--- src/rtl/mem_port_arbiter_if.sv ---
// Requester-side bundle for one port of the shared memory arbiter.
// The requester drives the master modport; the arbiter takes the slave modport.
interface mem_port_arbiter_if #(
    parameter int AW = 32,
    parameter int DW = 32
);
    logic          req;
    logic          we;
    logic [AW-1:0] addr;
    logic [DW-1:0] wdata;
    logic [DW-1:0] rdata;
    logic          ready;

    modport master (
        output req,
        output we,
        output addr,
        output wdata,
        input  rdata,
        input  ready
    );

    modport slave (
        input  req,
        input  we,
        input  addr,
        input  wdata,
        output rdata,
        output ready
    );
endinterface

--- src/rtl/mem_port_arbiter.sv ---
// Two-requester arbiter for the unified memory port: fixed priority to m0,
// with m1 forced through after MAX_WAIT consecutive m0 wins it had to watch.
module mem_port_arbiter #(
    parameter int AW       = 32,
    parameter int DW       = 32,
    parameter int MEM_LAT  = 2,
    parameter int MAX_WAIT = 4
) (
    input  logic                  clk,
    input  logic                  reset,
    mem_port_arbiter_if.slave     m0,
    mem_port_arbiter_if.slave     m1,
    output logic                  mem_en,
    output logic                  mem_we,
    output logic [AW-1:0]         mem_addr,
    output logic [DW-1:0]         mem_wdata,
    input  logic [DW-1:0]         mem_rdata,
    output logic                  busy,
    output logic                  owner
);

    localparam int CW = $clog2(MEM_LAT + 1);
    localparam int SW = $clog2(MAX_WAIT + 1);
    localparam logic [CW-1:0] LAT_INIT   = CW'(MEM_LAT);
    localparam logic [SW-1:0] STARVE_MAX = SW'(MAX_WAIT);

    typedef enum logic [1:0] {
        ST_IDLE  = 2'd0,
        ST_ISSUE = 2'd1,
        ST_WAIT  = 2'd2,
        ST_RESP  = 2'd3
    } state_t;

    state_t          state_r;
    logic [CW-1:0]   cnt_r;
    logic [SW-1:0]   starve_cnt_r;
    logic            we_r;
    logic [AW-1:0]   addr_r;
    logic [DW-1:0]   wdata_r;
    logic            owner_r;
    logic            mem_en_r;
    logic            busy_r;
    logic            ready0_r;
    logic            ready1_r;
    logic [DW-1:0]   rdata0_r;
    logic [DW-1:0]   rdata1_r;

    logic            grant_any_s;
    logic            grant_m1_s;
    logic [SW-1:0]   starve_nxt_s;
    logic            sel_we_s;
    logic [AW-1:0]   sel_addr_s;
    logic [DW-1:0]   sel_wdata_s;

    // Winner selection and starvation counter update for the IDLE grant decision.
    always_comb begin
        grant_any_s  = m0.req | m1.req;
        grant_m1_s   = 1'b0;
        starve_nxt_s = starve_cnt_r;
        if (m1.req && (!m0.req || (starve_cnt_r == STARVE_MAX))) begin
            grant_m1_s = 1'b1;
        end else begin
            grant_m1_s = 1'b0;
        end
        if (grant_m1_s) begin
            starve_nxt_s = '0;
        end else if (m0.req && m1.req && (starve_cnt_r != STARVE_MAX)) begin
            starve_nxt_s = starve_cnt_r + 1'b1;
        end else begin
            starve_nxt_s = starve_cnt_r;
        end
        if (grant_m1_s) begin
            sel_we_s    = m1.we;
            sel_addr_s  = m1.addr;
            sel_wdata_s = m1.wdata;
        end else begin
            sel_we_s    = m0.we;
            sel_addr_s  = m0.addr;
            sel_wdata_s = m0.wdata;
        end
    end

    // Access sequencer: IDLE -> ISSUE -> WAIT (reads) -> RESP, all outputs registered.
    always_ff @(posedge clk) begin
        if (reset) begin
            state_r      <= ST_IDLE;
            cnt_r        <= '0;
            starve_cnt_r <= '0;
            we_r         <= 1'b0;
            addr_r       <= '0;
            wdata_r      <= '0;
            owner_r      <= 1'b0;
            mem_en_r     <= 1'b0;
            busy_r       <= 1'b0;
            ready0_r     <= 1'b0;
            ready1_r     <= 1'b0;
            rdata0_r     <= '0;
            rdata1_r     <= '0;
        end else begin
            mem_en_r <= 1'b0;
            ready0_r <= 1'b0;
            ready1_r <= 1'b0;
            case (state_r)
                ST_IDLE: begin
                    if (grant_any_s) begin
                        state_r      <= ST_ISSUE;
                        we_r         <= sel_we_s;
                        addr_r       <= sel_addr_s;
                        wdata_r      <= sel_wdata_s;
                        owner_r      <= grant_m1_s;
                        starve_cnt_r <= starve_nxt_s;
                        mem_en_r     <= 1'b1;
                        busy_r       <= 1'b1;
                    end else begin
                        state_r <= ST_IDLE;
                    end
                end
                ST_ISSUE: begin
                    if (we_r) begin
                        state_r  <= ST_RESP;
                        ready0_r <= ~owner_r;
                        ready1_r <= owner_r;
                    end else begin
                        state_r <= ST_WAIT;
                        cnt_r   <= LAT_INIT;
                    end
                end
                ST_WAIT: begin
                    cnt_r <= cnt_r - 1'b1;
                    // cnt==1 is the cycle the memory presents data for this access
                    if (cnt_r == CW'(1)) begin
                        state_r  <= ST_RESP;
                        ready0_r <= ~owner_r;
                        ready1_r <= owner_r;
                        if (owner_r) begin
                            rdata1_r <= mem_rdata;
                        end else begin
                            rdata0_r <= mem_rdata;
                        end
                    end else begin
                        state_r <= ST_WAIT;
                    end
                end
                ST_RESP: begin
                    state_r <= ST_IDLE;
                    busy_r  <= 1'b0;
                end
                default: begin
                    state_r <= ST_IDLE;
                    busy_r  <= 1'b0;
                end
            endcase
        end
    end

    assign mem_en    = mem_en_r;
    assign mem_we    = we_r;
    assign mem_addr  = addr_r;
    assign mem_wdata = wdata_r;
    assign busy      = busy_r;
    assign owner     = owner_r;
    assign m0.ready  = ready0_r;
    assign m1.ready  = ready1_r;
    assign m0.rdata  = rdata0_r;
    assign m1.rdata  = rdata1_r;

endmodule

--- src/flat_wrapper.sv ---
// flat-port wrapper written by rule: the top's interface ports become plain ports
module mem_port_arbiter_flat 
#(
    parameter int AW       = 32,
    parameter int DW       = 32,
    parameter int MEM_LAT  = 2,
    parameter int MAX_WAIT = 4
)
  (clk, reset, mem_en, mem_we, mem_addr, mem_wdata, mem_rdata, busy, owner, m0_req, m0_we, m0_addr, m0_wdata, m0_rdata, m0_ready, m1_req, m1_we, m1_addr, m1_wdata, m1_rdata, m1_ready);
  mem_port_arbiter_if #(.AW(AW), .DW(DW)) m0_i ();
  mem_port_arbiter_if #(.AW(AW), .DW(DW)) m1_i ();
  input  logic clk;
  input  logic reset;
  output logic mem_en;
  output logic mem_we;
  output logic [AW-1:0] mem_addr;
  output logic [DW-1:0] mem_wdata;
  input  logic [DW-1:0] mem_rdata;
  output logic busy;
  output logic owner;
  input wire logic [$bits(m0_i.req)-1:0] m0_req;
  input wire logic [$bits(m0_i.we)-1:0] m0_we;
  input wire logic [$bits(m0_i.addr)-1:0] m0_addr;
  input wire logic [$bits(m0_i.wdata)-1:0] m0_wdata;
  output wire logic [$bits(m0_i.rdata)-1:0] m0_rdata;
  output wire logic [$bits(m0_i.ready)-1:0] m0_ready;
  input wire logic [$bits(m1_i.req)-1:0] m1_req;
  input wire logic [$bits(m1_i.we)-1:0] m1_we;
  input wire logic [$bits(m1_i.addr)-1:0] m1_addr;
  input wire logic [$bits(m1_i.wdata)-1:0] m1_wdata;
  output wire logic [$bits(m1_i.rdata)-1:0] m1_rdata;
  output wire logic [$bits(m1_i.ready)-1:0] m1_ready;
  assign m0_i.req = m0_req;
  assign m0_i.we = m0_we;
  assign m0_i.addr = m0_addr;
  assign m0_i.wdata = m0_wdata;
  assign m0_rdata = m0_i.rdata;
  assign m0_ready = m0_i.ready;
  assign m1_i.req = m1_req;
  assign m1_i.we = m1_we;
  assign m1_i.addr = m1_addr;
  assign m1_i.wdata = m1_wdata;
  assign m1_rdata = m1_i.rdata;
  assign m1_ready = m1_i.ready;
  mem_port_arbiter #(.AW(AW), .DW(DW), .MEM_LAT(MEM_LAT), .MAX_WAIT(MAX_WAIT)) u_core (.clk(clk), .reset(reset), .m0(m0_i), .m1(m1_i), .mem_en(mem_en), .mem_we(mem_we), .mem_addr(mem_addr), .mem_wdata(mem_wdata), .mem_rdata(mem_rdata), .busy(busy), .owner(owner));
endmodule
--- config.mk ---
export PLATFORM = sky130hd
export DESIGN_NAME = mem_port_arbiter_flat
export DESIGN_NICKNAME = d
export VERILOG_FILES = /design/src/rtl/mem_port_arbiter_if.sv /design/src/rtl/mem_port_arbiter.sv /design/src/flat_wrapper.sv
export SDC_FILE = /design/constraint.sdc
export NUM_CORES = 1
export LEC_CHECK = 0
export BUFFER_PORTS_ARGS = -buffer_cell sky130_fd_sc_hd__buf_2
export CAP_MARGIN = 20
export CORE_MARGIN = 2
export CORE_UTILIZATION = 30
export CTS_CLUSTER_DIAMETER = 50
export DETAILED_ROUTE_END_ITERATION = 10
export HOLD_SLACK_MARGIN = 0.02
export SYNTH_ARGS = -nofsm -noshare
export SYNTH_HDL_FRONTEND = slang
export SYNTH_SLANG_ARGS = --single-unit
--- constraint.sdc ---
create_clock -name clk -period 1.5 [get_ports clk]
set_input_delay 0.225 -clock clk [delete_from_list [all_inputs] [get_ports clk]]
set_output_delay 0.225 -clock clk [all_outputs]
set_load 0.1 [all_outputs]
==> reports/qor.txt <==
Min cycle time layout -> 1.45 ns
CTS tree -> done
Worst path arrival time -> 1.23 ns
Initial antenna violation count -> 2
Async S/R FF share, synth -> 0
Slew Viols, Final -> 0
Max-cap viol count -> 0
Crit share post-route -> 0.967
Mapped Area -> 5700 um^2
Register area share after synthesis -> 0.495
Port Buffer Count -> 299
CP Capture Type -> primary output
First-pass iteration count of the detailed router -> 6
Met2 usage -> 0.313
Final hold violations -> 0
Crit path launch type -> flip-flop
Placer Congestion -> 0.777
Die Footprint -> 20100 um^2
CP peak stage delay -> 0.44 ns
Area leader, netlist -> dfxtp_1
Post-synth EDFFs -> 0
Fin nets -> 1177
GRT busiest layer -> met2
Highest Clock Rate -> 0.689 GHz
Slew Limit Headroom -> 0.656
Commonest non-fill, non-tap cells in the layout -> buf_2 (296), dfxtp_1 (137), nand2_1 (133), a21oi_1 (133), o21ai_0 (127)
H-tree depth -> 4
Final wirelength -> 20200 um
Fill count -> 1900
CTS sink cnt -> 141
Worst hold margin -> 0.0515 ns
YS warnings -> 0
Power per Cell Area -> 1860 nW/um^2
Clk buf depth -> 2
M1 GR Usage -> 0.238
N_diodes -> 0
CTS Hold Bufs -> 0
Commonest non-fill, non-tap cell in the layout -> buf_2
CORE AREA -> 18600 um^2
Die W -> 142 um
Worst-path clk slew -> 0.07 ns
Number of buffers and inverters on the critical path -> 1
Yosys reg bits -> 141
Count of different cell masters after synthesis -> 30
Root Buffer -> clkbuf_16
DR vias -> 6388
DRT antenna net count -> 0
Starting DRC count in detailed routing -> 316
Worst VDD drop -> 1.18 mV
Syn avg cell area -> 7.87 um^2
Top cells by area, synth -> dfxtp_1 (50%), a21oi_1 (12%), o21ai_0 (11%), nand2_1 (8.8%), a31oi_1 (7.1%)
Final total power -> 0.0157 W
Area Growth Syn to Fin -> 47.7%
Critical setup path kind -> reg2out
CP Max Fanout -> 2
Worst min-delay path class -> in2reg
Pin count of the biggest net entering global routing -> 49
Initial core utilization -> 0.306
Share of cells above drive strength 1 -> 0.383
Vias in the first global route -> 5964
Final setup fails -> 0
DP HPWL -> 13100 um
Drt via density -> 5.11
CP delay by family, top -> buffers and inverters
GRT overflow -> 0
First-pass GRT wire length -> 30500 um
Setup Skew -> 0.0160 ns
M3 GR Usage -> 0.0584
Clk_lat worst skew -> 0.41 ns
Leakage power -> 3.70 nW
CTS buffer count -> 17
CP max-delay cell -> buf_2
Rows -> 50
Synth Net Count -> 898
Wire length per cell -> 16.2 um
CP required -> 1.27 ns
Status -> finished, final reports clean
DRC viols -> 0
Worst-path cell chain -> buf_2
Global-route usage over all layers -> 0.190
Tightest Pin Transition -> 0.516 ns
Post-layout util -> 0.452
Die Y -> 142 um
Main synth FF type -> dfxtp_1
Mapped Cells -> 724
IO Pins -> 300
RSZ-0062 raised after global routing -> yes
Synth top area share -> 0.495
[metal layers]
metal	wire, um	part of all wire
met5	31	0.0015
met4	382	0.019
met3	1390	0.069
met2	9380	0.46
met1	9060	0.45
[path summary, 6_finish.rpt]
path	start	slack [ns]	cells past startpoint	to
worst max-delay path	u_core.mem_wdata[9]	0.05	1	mem_wdata[9]
worst min register to register	u_core.m0.rdata[17]	0.45	2	u_core.m0.rdata[17]
worst max register to register	u_core.starve_cnt_r[1]	0.06	5	u_core.starve_cnt_r[0]
worst min-delay path	m0_wdata[31]	0.05	3	u_core.mem_wdata[31]
[where the power goes]
group	total (W)	internal, W	switching [W]	leakage, nW
Clock	0.00434	0.00258	0.00176	0.297
Sequential	0.00457	0.00430	0.000269	1.16
Combinational	0.00676	0.00146	0.00530	2.25
Total	0.0157	0.00834	0.00733	3.70
[cell type report]
class | count | area (um^2) | share of cell area
Clock inverter | 13 | 154 | 0.0183
Inverter | 9 | 33.8 | 0.00401
Tap cell | 234 | 293 | 0.0348
Multi-Input combinational cell | 501 | 2690 | 0.319
Timing Repair Buffer | 333 | 1970 | 0.234
Clock buffer | 19 | 453 | 0.0538
Sequential cell | 141 | 2830 | 0.336
[synthesized netlist by cell type (2+ instances only)]
| master | number |
|---|---|
| and3b_1 | 2 |
| or3_1 | 3 |
| o21ai_1 | 8 |
| ha_1 | 8 |
| nand2_1 | 133 |
| inv_1 | 9 |
| clkbuf_1 | 50 |
| dfxtp_1 | 141 |
| a211oi_1 | 2 |
| a21oi_1 | 134 |
| a31oi_1 | 65 |
| nor2_1 | 4 |
| o21ai_0 | 127 |
| buf_2 | 20 |
| nor3b_1 | 3 |
[metrics by stage]
stage / setup WS, ns / instance area [um^2] / TNS [ns] / instances
CTS: 0.00415 / 8190 / 0 / 1246
finish: 0.0488 / 8420 / 0 / 1250
floorplan: 0.000580 / 5700 / 0 / 724
global route: -0.0307 / 8420 / -0.199 / 1250
detailed placement: -0.0256 / 7570 / -0.113 / 1214
global placement: 0.00662 / 7570 / 0 / 1214
[state kept, by name (all words and copies together), names as in the netlist]
signal,count
u_core.busy,1
u_core.cnt_r,2
u_core.m0.rdata,32
u_core.m0.ready,1
u_core.m1.rdata,32
u_core.m1.ready,1
u_core.mem_addr,32
u_core.mem_en,1
u_core.mem_wdata,32
u_core.mem_we,1
u_core.owner,1
u_core.starve_cnt_r,3
u_core.state_r,2
[repair_timing]
item / CTS / global route
endpoints found under the setup margin: 29 / 69
gates resized for setup: 5 / 24
buffers inserted: 0 / 1
hold endpoints to repair: 0 / 0
pin swaps: 0 / 2
cloned: 0 / 3
[logic make-up (layout without fill, tap and decap cells)]
| family | after synthesis | count (layout) | share of synthesized area |
|---|---|---|---|
| multiplexers | 1 | 1 | 0.00176 |
| flip-flops | 141 | 141 | 0.495 |
| AND/OR/NAND/NOR | 151 | 151 | 0.107 |
| buffers and inverters | 82 | 374 | 0.0604 |
| adder cells (fa/ha/maj) | 8 | 8 | 0.0176 |
| AO/OA/AOI/OAI | 341 | 341 | 0.318 |
[tightest hold or removal path, delay by kind of cell]
kind | cells | cell delay, ns
AO/OA/AOI/OAI | 2 | 0.11
buffers and inverters | 1 | 0.09
(Power assumes the default switching activity.)
